### src/rtl/stream_writer.sv
// stream_writer
//   Takes a valid/ready data stream and writes each beat to consecutive
//   memory addresses. The range starts at START and stops before LIMIT.
//   A one-cycle DONE pulse marks normal completion.
//
// Ports
//   CLOCK, RESET       rising-edge clock, asynchronous active-high reset
//   GO, START, LIMIT   start request and address range; sampled in IDLE only
//   ABORT              cancels a running transfer without raising DONE
//   S_DATA/S_VALID/S_READY  input stream
//   WADDR/WDATA/WE     memory write port; written one cycle after acceptance
//   COUNT              beats accepted in the current or last transfer
//   BUSY               high while the writer is in RUN
//   DONE               one-cycle completion pulse, aligned with the last WE
//   ERR                one-cycle pulse when LIMIT < START
//   DBG_STATE          current FSM state (0 IDLE, 1 RUN, 2 FIN)
//
// Handshake: a beat moves on any rising edge where S_VALID && S_READY.
// The producer holds S_DATA steady while S_VALID is high and S_READY is low.
// S_READY is decoded directly from the state register and ABORT. It never
// depends on S_VALID.
module stream_writer #(
  parameter int DWIDTH = 8,
  parameter int AWIDTH = 32
) (
  input  logic              CLOCK,
  input  logic              RESET,
  input  logic              GO,
  input  logic              ABORT,
  input  logic [AWIDTH-1:0] START,
  input  logic [AWIDTH-1:0] LIMIT,
  input  logic [DWIDTH-1:0] S_DATA,
  input  logic              S_VALID,
  output logic              S_READY,
  output logic [AWIDTH-1:0] WADDR,
  output logic [DWIDTH-1:0] WDATA,
  output logic              WE,
  output logic [AWIDTH-1:0] COUNT,
  output logic              BUSY,
  output logic              DONE,
  output logic              ERR,
  output logic [1:0]        DBG_STATE
);

  typedef enum logic [1:0] {
    ST_IDLE = 2'd0,
    ST_RUN  = 2'd1,
    ST_FIN  = 2'd2
  } state_t;

  localparam logic [AWIDTH-1:0] ONE = {{(AWIDTH-1){1'b0}}, 1'b1};

  state_t            state_q, state_d;
  logic [AWIDTH-1:0] base_q, base_d;
  logic [AWIDTH-1:0] end_q, end_d;
  logic [AWIDTH-1:0] count_q, count_d;
  logic [AWIDTH-1:0] waddr_q, waddr_d;
  logic [DWIDTH-1:0] wdata_q, wdata_d;
  logic              we_q, we_d;
  logic              done_q, done_d;
  logic              err_q, err_d;

  logic              s_ready;
  logic              xfer;
  logic [AWIDTH-1:0] cur_addr;
  logic [AWIDTH-1:0] nxt_addr;

  // ABORT blocks acceptance in the same cycle it appears.
  assign s_ready  = (state_q == ST_RUN) && !ABORT;
  assign xfer     = S_VALID && s_ready;
  assign cur_addr = base_q + count_q;
  assign nxt_addr = cur_addr + ONE;

  always_comb begin
    state_d = state_q;
    base_d  = base_q;
    end_d   = end_q;
    count_d = count_q;
    waddr_d = waddr_q;
    wdata_d = wdata_q;
    we_d    = 1'b0;
    done_d  = 1'b0;
    err_d   = 1'b0;
    case (state_q)
      ST_IDLE: begin
        // GO takes priority over ABORT here because ABORT only acts in RUN.
        if (GO) begin
          base_d  = START;
          end_d   = LIMIT;
          count_d = '0;
          if (LIMIT > START) begin
            state_d = ST_RUN;
          end else if (LIMIT == START) begin
            // Zero-length transfer: pass through FIN with no writes.
            state_d = ST_FIN;
            done_d  = 1'b1;
          end else begin
            err_d = 1'b1;
          end
        end
      end
      ST_RUN: begin
        if (ABORT) begin
          state_d = ST_IDLE;
        end else if (xfer) begin
          we_d    = 1'b1;
          waddr_d = cur_addr;
          wdata_d = S_DATA;
          count_d = count_q + ONE;
          // DONE is registered on the same edge as the last WE, so the
          // two pulses line up in the FIN cycle.
          if (nxt_addr == end_q) begin
            state_d = ST_FIN;
            done_d  = 1'b1;
          end
        end
      end
      ST_FIN: begin
        state_d = ST_IDLE;
      end
      default: begin
        state_d = ST_IDLE;
      end
    endcase
  end

  always_ff @(posedge CLOCK or posedge RESET) begin
    if (RESET) begin
      state_q <= ST_IDLE;
      base_q  <= '0;
      end_q   <= '0;
      count_q <= '0;
      waddr_q <= '0;
      wdata_q <= '0;
      we_q    <= 1'b0;
      done_q  <= 1'b0;
      err_q   <= 1'b0;
    end else begin
      state_q <= state_d;
      base_q  <= base_d;
      end_q   <= end_d;
      count_q <= count_d;
      waddr_q <= waddr_d;
      wdata_q <= wdata_d;
      we_q    <= we_d;
      done_q  <= done_d;
      err_q   <= err_d;
    end
  end

  assign S_READY   = s_ready;
  assign WADDR     = waddr_q;
  assign WDATA     = wdata_q;
  assign WE        = we_q;
  assign COUNT     = count_q;
  assign BUSY      = (state_q == ST_RUN);
  assign DONE      = done_q;
  assign ERR       = err_q;
  assign DBG_STATE = state_q;

endmodule

### config.mk
export PLATFORM = sky130hd
export DESIGN_NAME = stream_writer
export DESIGN_NICKNAME = d
export VERILOG_FILES = /design/src/rtl/stream_writer.sv
export SDC_FILE = /design/constraint.sdc
export NUM_CORES = 1
export LEC_CHECK = 0
export ABC_AREA = 1
export CAP_MARGIN = 10
export CELL_PAD_IN_SITES_DETAIL_PLACEMENT = 0
export CELL_PAD_IN_SITES_GLOBAL_PLACEMENT = 1
export CORE_MARGIN = 3
export CORE_UTILIZATION = 36
export DETAILED_ROUTE_END_ITERATION = 8
export PLACE_DENSITY_LB_ADDON = 0.1
export SETUP_SLACK_MARGIN = 0.15
export SYNTH_ARGS = -nofsm -noshare
export SYNTH_HDL_FRONTEND = slang
export SYNTH_SLANG_ARGS = --single-unit
### constraint.sdc
create_clock -name CLOCK -period 4.44 [get_ports CLOCK]
set_input_delay 0.888 -clock CLOCK [delete_from_list [all_inputs] [get_ports CLOCK]]
set_output_delay 0.888 -clock CLOCK [all_outputs]
set_load 0.1 [all_outputs]
-- After elaboration in Yosys (flattened, before gate mapping)
Cells that the tools add are included.
- flip-flop bits (word level): 141
- input port bits: 77
- output and inout bits: 79
- word-level logic and storage cells: 57
- $add $sub $neg: 3
- $lt $le $gt $ge: 1
- eq/ne operators: 9
- mux-type cells: 25
- bitwise logic cells: 1
- reductions and logical operators: 9
- operator list (cell ; count):
    $mux W32 ; 3
    $add A32 B1 Y32 const B ; 2
    $eq A32 B32 Y1 ; 2
    $pmux W32 S2 ; 1
    $add A32 B32 Y32 ; 1
    $gt A32 B32 Y1 ; 1
    $mux W1 ; 13
    $mux W2 ; 6
    $reduce_and A4 Y1 ; 2
    $ne A3 B2 Y1 const B ; 2
    $ne A2 B2 Y1 const B ; 2
    $pmux W2 S2 ; 1
    $ne A3 B3 Y1 const B ; 1
    $reduce_and A3 Y1 ; 1
    $eq A2 B1 Y1 const B ; 1
    $logic_and A1 B1 Y1 ; 2
    $logic_not A2 Y1 ; 1
    $ne A2 B1 Y1 const B ; 1
    $pmux W1 S2 ; 1
    $reduce_and A2 Y1 ; 1
    $reduce_bool A2 Y1 ; 1
    $logic_not A1 Y1 ; 1
    $not A1 Y1 ; 1

-- Depth between registers and ports, before layout
- depth after elaboration: 7
- gate-level depth with buffers: 25
- mapped depth without buffers: 25

-- Least setup slack after synthesis
No wires, ideal clock.
- kind: register -> register
- start point: register state_q[0] (netlist: DBG_STATE[0])
- end point: register count_q[30] (netlist: COUNT[30])
- library setup time: 87 ps
- arrival: 3529 ps
- required time: 4353 ps
- path slack: 824 ps
- cell stages (with the launch flop): 16
- period minus slack after synthesis: 3616 ps
- path through: dfrtp_1 nand2_1 nor2_4 nand2_4 nand2_2 nand3_2 nor2_4 nand3_2 nor2_2 and3_2 nand4_2 nor2_2 nand2_1 nor3b_2 a21oi_1 nor3_1
- cells in the longest elaborated chain, start to end: 5
- ends and longest elaborated chain (item ; line ; text):
    start, declared ; 53 ; state_t state_q, state_d;
    start signal, assigned ; 139 ; state_q <= state_d;
    $eq A2 B1 Y1 ; 69 ; assign s_ready = (state_q == ST_RUN) && !ABORT;
    $logic_and A1 B1 Y1 ; 69 ;
    via S_READY ; 34 ; output logic S_READY,
    $logic_and A1 B1 Y1 ; 70 ; assign xfer = S_VALID && s_ready;
    $ne A2 B1 Y1 (no source line) ; -- ;
    $reduce_and A4 Y1 (no source line) ; -- ;
    end signal, assigned ; 142 ; count_q <= count_d;
    end, declared ; 56 ; logic [AWIDTH-1:0] count_q, count_d;
The timed path passes the listed nets, and every way through them passes these cells.
A chain may end at the register's enable or synchronous reset.

-- Final worst setup path
- start point: input port START[31]
- end point: register state_q[0] (netlist: DBG_STATE[0])
- cells in the longest elaborated chain, start to end: 4
- ends and longest elaborated chain (item ; line ; text):
    start, declared ; 30 ; input logic [AWIDTH-1:0] START,
    $gt A32 B32 Y1 ; 91 ; if (LIMIT > START) begin
    $mux W2 ; 91 ;
    $mux W2 ; 87 ; if (GO) begin
    $pmux W2 S2 ; 84 ; case (state_q)
Several ways; a longest one is shown, not always the timed one. The select of a mux whose other input is x is not followed.

==> results.sh <==
export IMPL_outcome="finished, final reports clean"
export IMPL_slowest_delay_ns=0.96
export IMPL_cp_num_buf_inv=2
export IMPL_overflow=0
export IMPL_rsz0062_at_grt="no"
export IMPL_crit_path_max_fanout=4
export IMPL_ir_drop_uv=307.4
export IMPL_ys_ff_latch=141
export IMPL_grt_start_max_net_pins=142
export IMPL_final_max_slew_violation_count=0
export IMPL_post_drt_wl_per_cell_um=15.90
export IMPL_path_cells="clkdlybuf4s50_1 -> inv_1 -> ha_1 -> nand2_1 -> or4_1 -> nor4_1 -> nor2_1 -> nand3b_1 -> nand2_1 -> nor2_1 -> nand4_2 -> nand3_1 -> nand2_1"
export IMPL_firstDrtPassIters=5
export IMPL_clk_latency_ns=0.45
export IMPL_vias_per_cell=4.842
export IMPL_die_w_um=184.4
export IMPL_synth_cells=1802
export IMPL_tightest_slew_ns=1.179
export IMPL_hold_depth=2
export IMPL_syn_avg_cell_area_um2=6.362
export IMPL_cts_buffers=17
export IMPL_clk_pin_slew_worst_paths_ns=0.06
export IMPL_die_area_um2=34020
export IMPL_via_count=11450
export IMPL_wl_mm=37.59
export IMPL_first_global_vias=10960
export IMPL_netlist_area_um2=11460
export IMPL_arrival_ns=4.38
export IMPL_n_antenna_cell=0
export IMPL_mostFrequentLayoutCells="nand2_1 (682), inv_1 (257), clkdlybuf4s50_1 (154)"
export IMPL_r2r_slack_ns=0.86
export IMPL_cts_resized=0
export IMPL_ys_flop_type="dfrtp_1"
export IMPL_fin_crit_ns=4.027
export IMPL_finalHoldViolCount=0
export IMPL_cts_tree="done"
export IMPL_grt_pass1_wl_mm=59.48
export IMPL_rows=64
export IMPL_final_nets=2098
export IMPL_ys_warn_count=0
export IMPL_final_common_cell="nand2_1"
export IMPL_root_buffer="clkbuf_16"
export IMPL_slowest_stage="nor4_1"
export IMPL_cp_start_kind="primary input"
export IMPL_maxSlewHeadroom_pct=20.69
export IMPL_crit_cells=13
export IMPL_post_cts_buffers=0
export IMPL_skew_ns=0.01752
export IMPL_max_freq_ghz=0.2483
export IMPL_antenna_found_initial=1
export IMPL_worstReg2RegEnd="DBG_STATE[0]"
export IMPL_r2r_cells=20
export IMPL_coreArea_um2=30990
export IMPL_drc=0
export IMPL_grt_usage_pct=22.64
export IMPL_setup_viol=0
export IMPL_io_buffers=155
export IMPL_synth_enable_flop_cells=0
export IMPL_cpMostUsedCell="nand2_1"
export IMPL_synth_cell_types=46
export IMPL_cts_hold_buf=0
export IMPL_required_ns=4.79
export IMPL_maxCapViolations=0
export IMPL_fin_crit_sh_pct=90.71
export IMPL_first_iter_violations=630
export IMPL_worst_setup_path_end_kind="flop"
export IMPL_io_pins=156
export IMPL_critPathLaunch="START[31]"
export IMPL_cts_sinks=141
export IMPL_endpoint="DBG_STATE[0]"
export IMPL_synth_seq_area_share_pct=30.78
export IMPL_worstHoldStart="WADDR[19]"
export IMPL_clock_path_buffers=2
export IMPL_ys_async_sr_fraction_pct=100.0
export IMPL_start_util_pct=36.99
export IMPL_power_mw=8.825
export IMPL_finalSetupTns_ns=0
export IMPL_reg2reg_from="COUNT[0]"
export IMPL_dp_hpwl_mm=30.89
export IMPL_crit_family="simple AND/OR/NAND/NOR gates"
export IMPL_place_gp_congestion=0.9176
export IMPL_area_growth_pct=22.71
export IMPL_final_antenna_net_count=0
export IMPL_drive_gt1_share_pct=7.520
export IMPL_die_h_um=184.4
export IMPL_p_per_area_nw_per_um2=627.4
export IMPL_leakage_nw=7.189
export IMPL_hold_path_class="reg -> reg"
export IMPL_synth_nets=1945
export IMPL_path_class="in -> reg"
export IMPL_cts_htree_levels=4
sequential cells by signal, summed over array words and instances, names as in the netlist:
register and flops:
COUNT 32, DBG_STATE 2, DONE 1, ERR 1, WADDR 32, WDATA 8
WE 1, base_q 32, end_q 32
worst register-to-register path, cell delays in order (launching register included):
cell     delay [ns]
dfrtp_1        0.46
ha_1           0.29
fa_1           0.45
nand3_1        0.16
nand2_1        0.12
nand3_1        0.10
nand3_1        0.18
nand2_1        0.19
nand2_1        0.09
nand2_1        0.08
nand2_1        0.13
nor2_1         0.20
nand2_1        0.09
nor2_1         0.18
nand2_1        0.07
nand2_1        0.08
nand3_1        0.07
nor2_1         0.18
nand4_2        0.20
nand3_1        0.12
nand2_1        0.05
Yosys cell counts, types with 5 or more instances:
cell | number | area (um^2)
nor2_4 | 12 | 135.1
nand2_1 | 683 | 2564
nor2_2 | 27 | 168.9
clkbuf_1 | 24 | 90.09
inv_1 | 259 | 972.2
nand2_4 | 7 | 78.83
nand4_1 | 24 | 150.1
nand2_2 | 30 | 187.7
xor2_1 | 11 | 96.34
nor3_1 | 20 | 100.1
o21ai_0 | 106 | 530.5
nand3b_1 | 7 | 52.55
clkinv_1 | 5 | 18.77
inv_2 | 7 | 26.28
nor2_1 | 128 | 480.5
a21oi_1 | 61 | 305.3
dfrtp_1 | 141 | 3528
nand3_1 | 119 | 595.6
nand3_2 | 14 | 140.1
ha_1 | 65 | 813.3
cell type report:
class,count,area [um^2]
multi-input cells,1363,6814
clock inverters,11,141.4
inverters,271,1021
well taps,396,495.5
flip-flops and latches,141,3528
repair buffers,161,1607
clock buffers,21,460.4
fillers,3313,16920
metal layers:
layer	global-route usage, %	wire [um]
met5	0	0
met4	5.534	606
met3	3.829	1447
met2	33.75	15680
met1	33.98	19860
stage by stage:
| step | setup WS, ns | instances | hold slack, ns | instance area, um^2 | util, % |
|---|---|---|---|---|---|
| after global placement | 0.07159 | 2332 | 0.4603 | 13470 | 43.45 |
| after detailed placement | 0.06587 | 2332 | 0.4637 | 13470 | 43.45 |
| after floorplan | 0.8242 | 1802 | 0.4506 | 11470 | - |
| after CTS | 0.5319 | 2364 | 0.4798 | 14070 | 45.39 |
| after global routing | 0.2150 | 2364 | 0.4900 | 14070 | 45.39 |
| final | 0.4126 | 2364 | 0.4789 | 14070 | 45.39 |
power by group:
| part | total [mW] | switching (mW) | leakage [nW] | internal (mW) |
|---|---|---|---|---|
| clock | 1.49 | 0.578 | 0.289 | 0.908 |
| sequential | 2.09 | 0.326 | 1.81 | 1.76 |
| combinational | 5.25 | 3.85 | 5.09 | 1.40 |
| total | 8.83 | 4.75 | 7.19 | 4.07 |
logic make-up (layout without fill, tap and decap cells):
| group | Yosys count | count (layout) | synth area share [%] |
|---|---|---|---|
| AOI/OAI and AO/OA | 189 | 189 | 8.710 |
| xor gates and xnor gates | 16 | 16 | 1.342 |
| adders and majority gates | 66 | 66 | 7.269 |
| buffers and inverters | 298 | 464 | 9.801 |
| DFF | 141 | 141 | 30.78 |
| and+or+nand+nor | 1092 | 1092 | 42.10 |
how the worst min path moves through the flow:
| stage | to | slack (ns) |
|---|---|---|
| after floorplan | end_q[31] | 0.45 |
| after global placement | WDATA[1] | 0.46 |
| after detailed placement | WDATA[0] | 0.46 |
| after CTS | WDATA[0] | 0.48 |
| after global routing | WDATA[0] | 0.49 |
| final | WADDR[19] | 0.48 |
(Power assumes the default switching activity.)
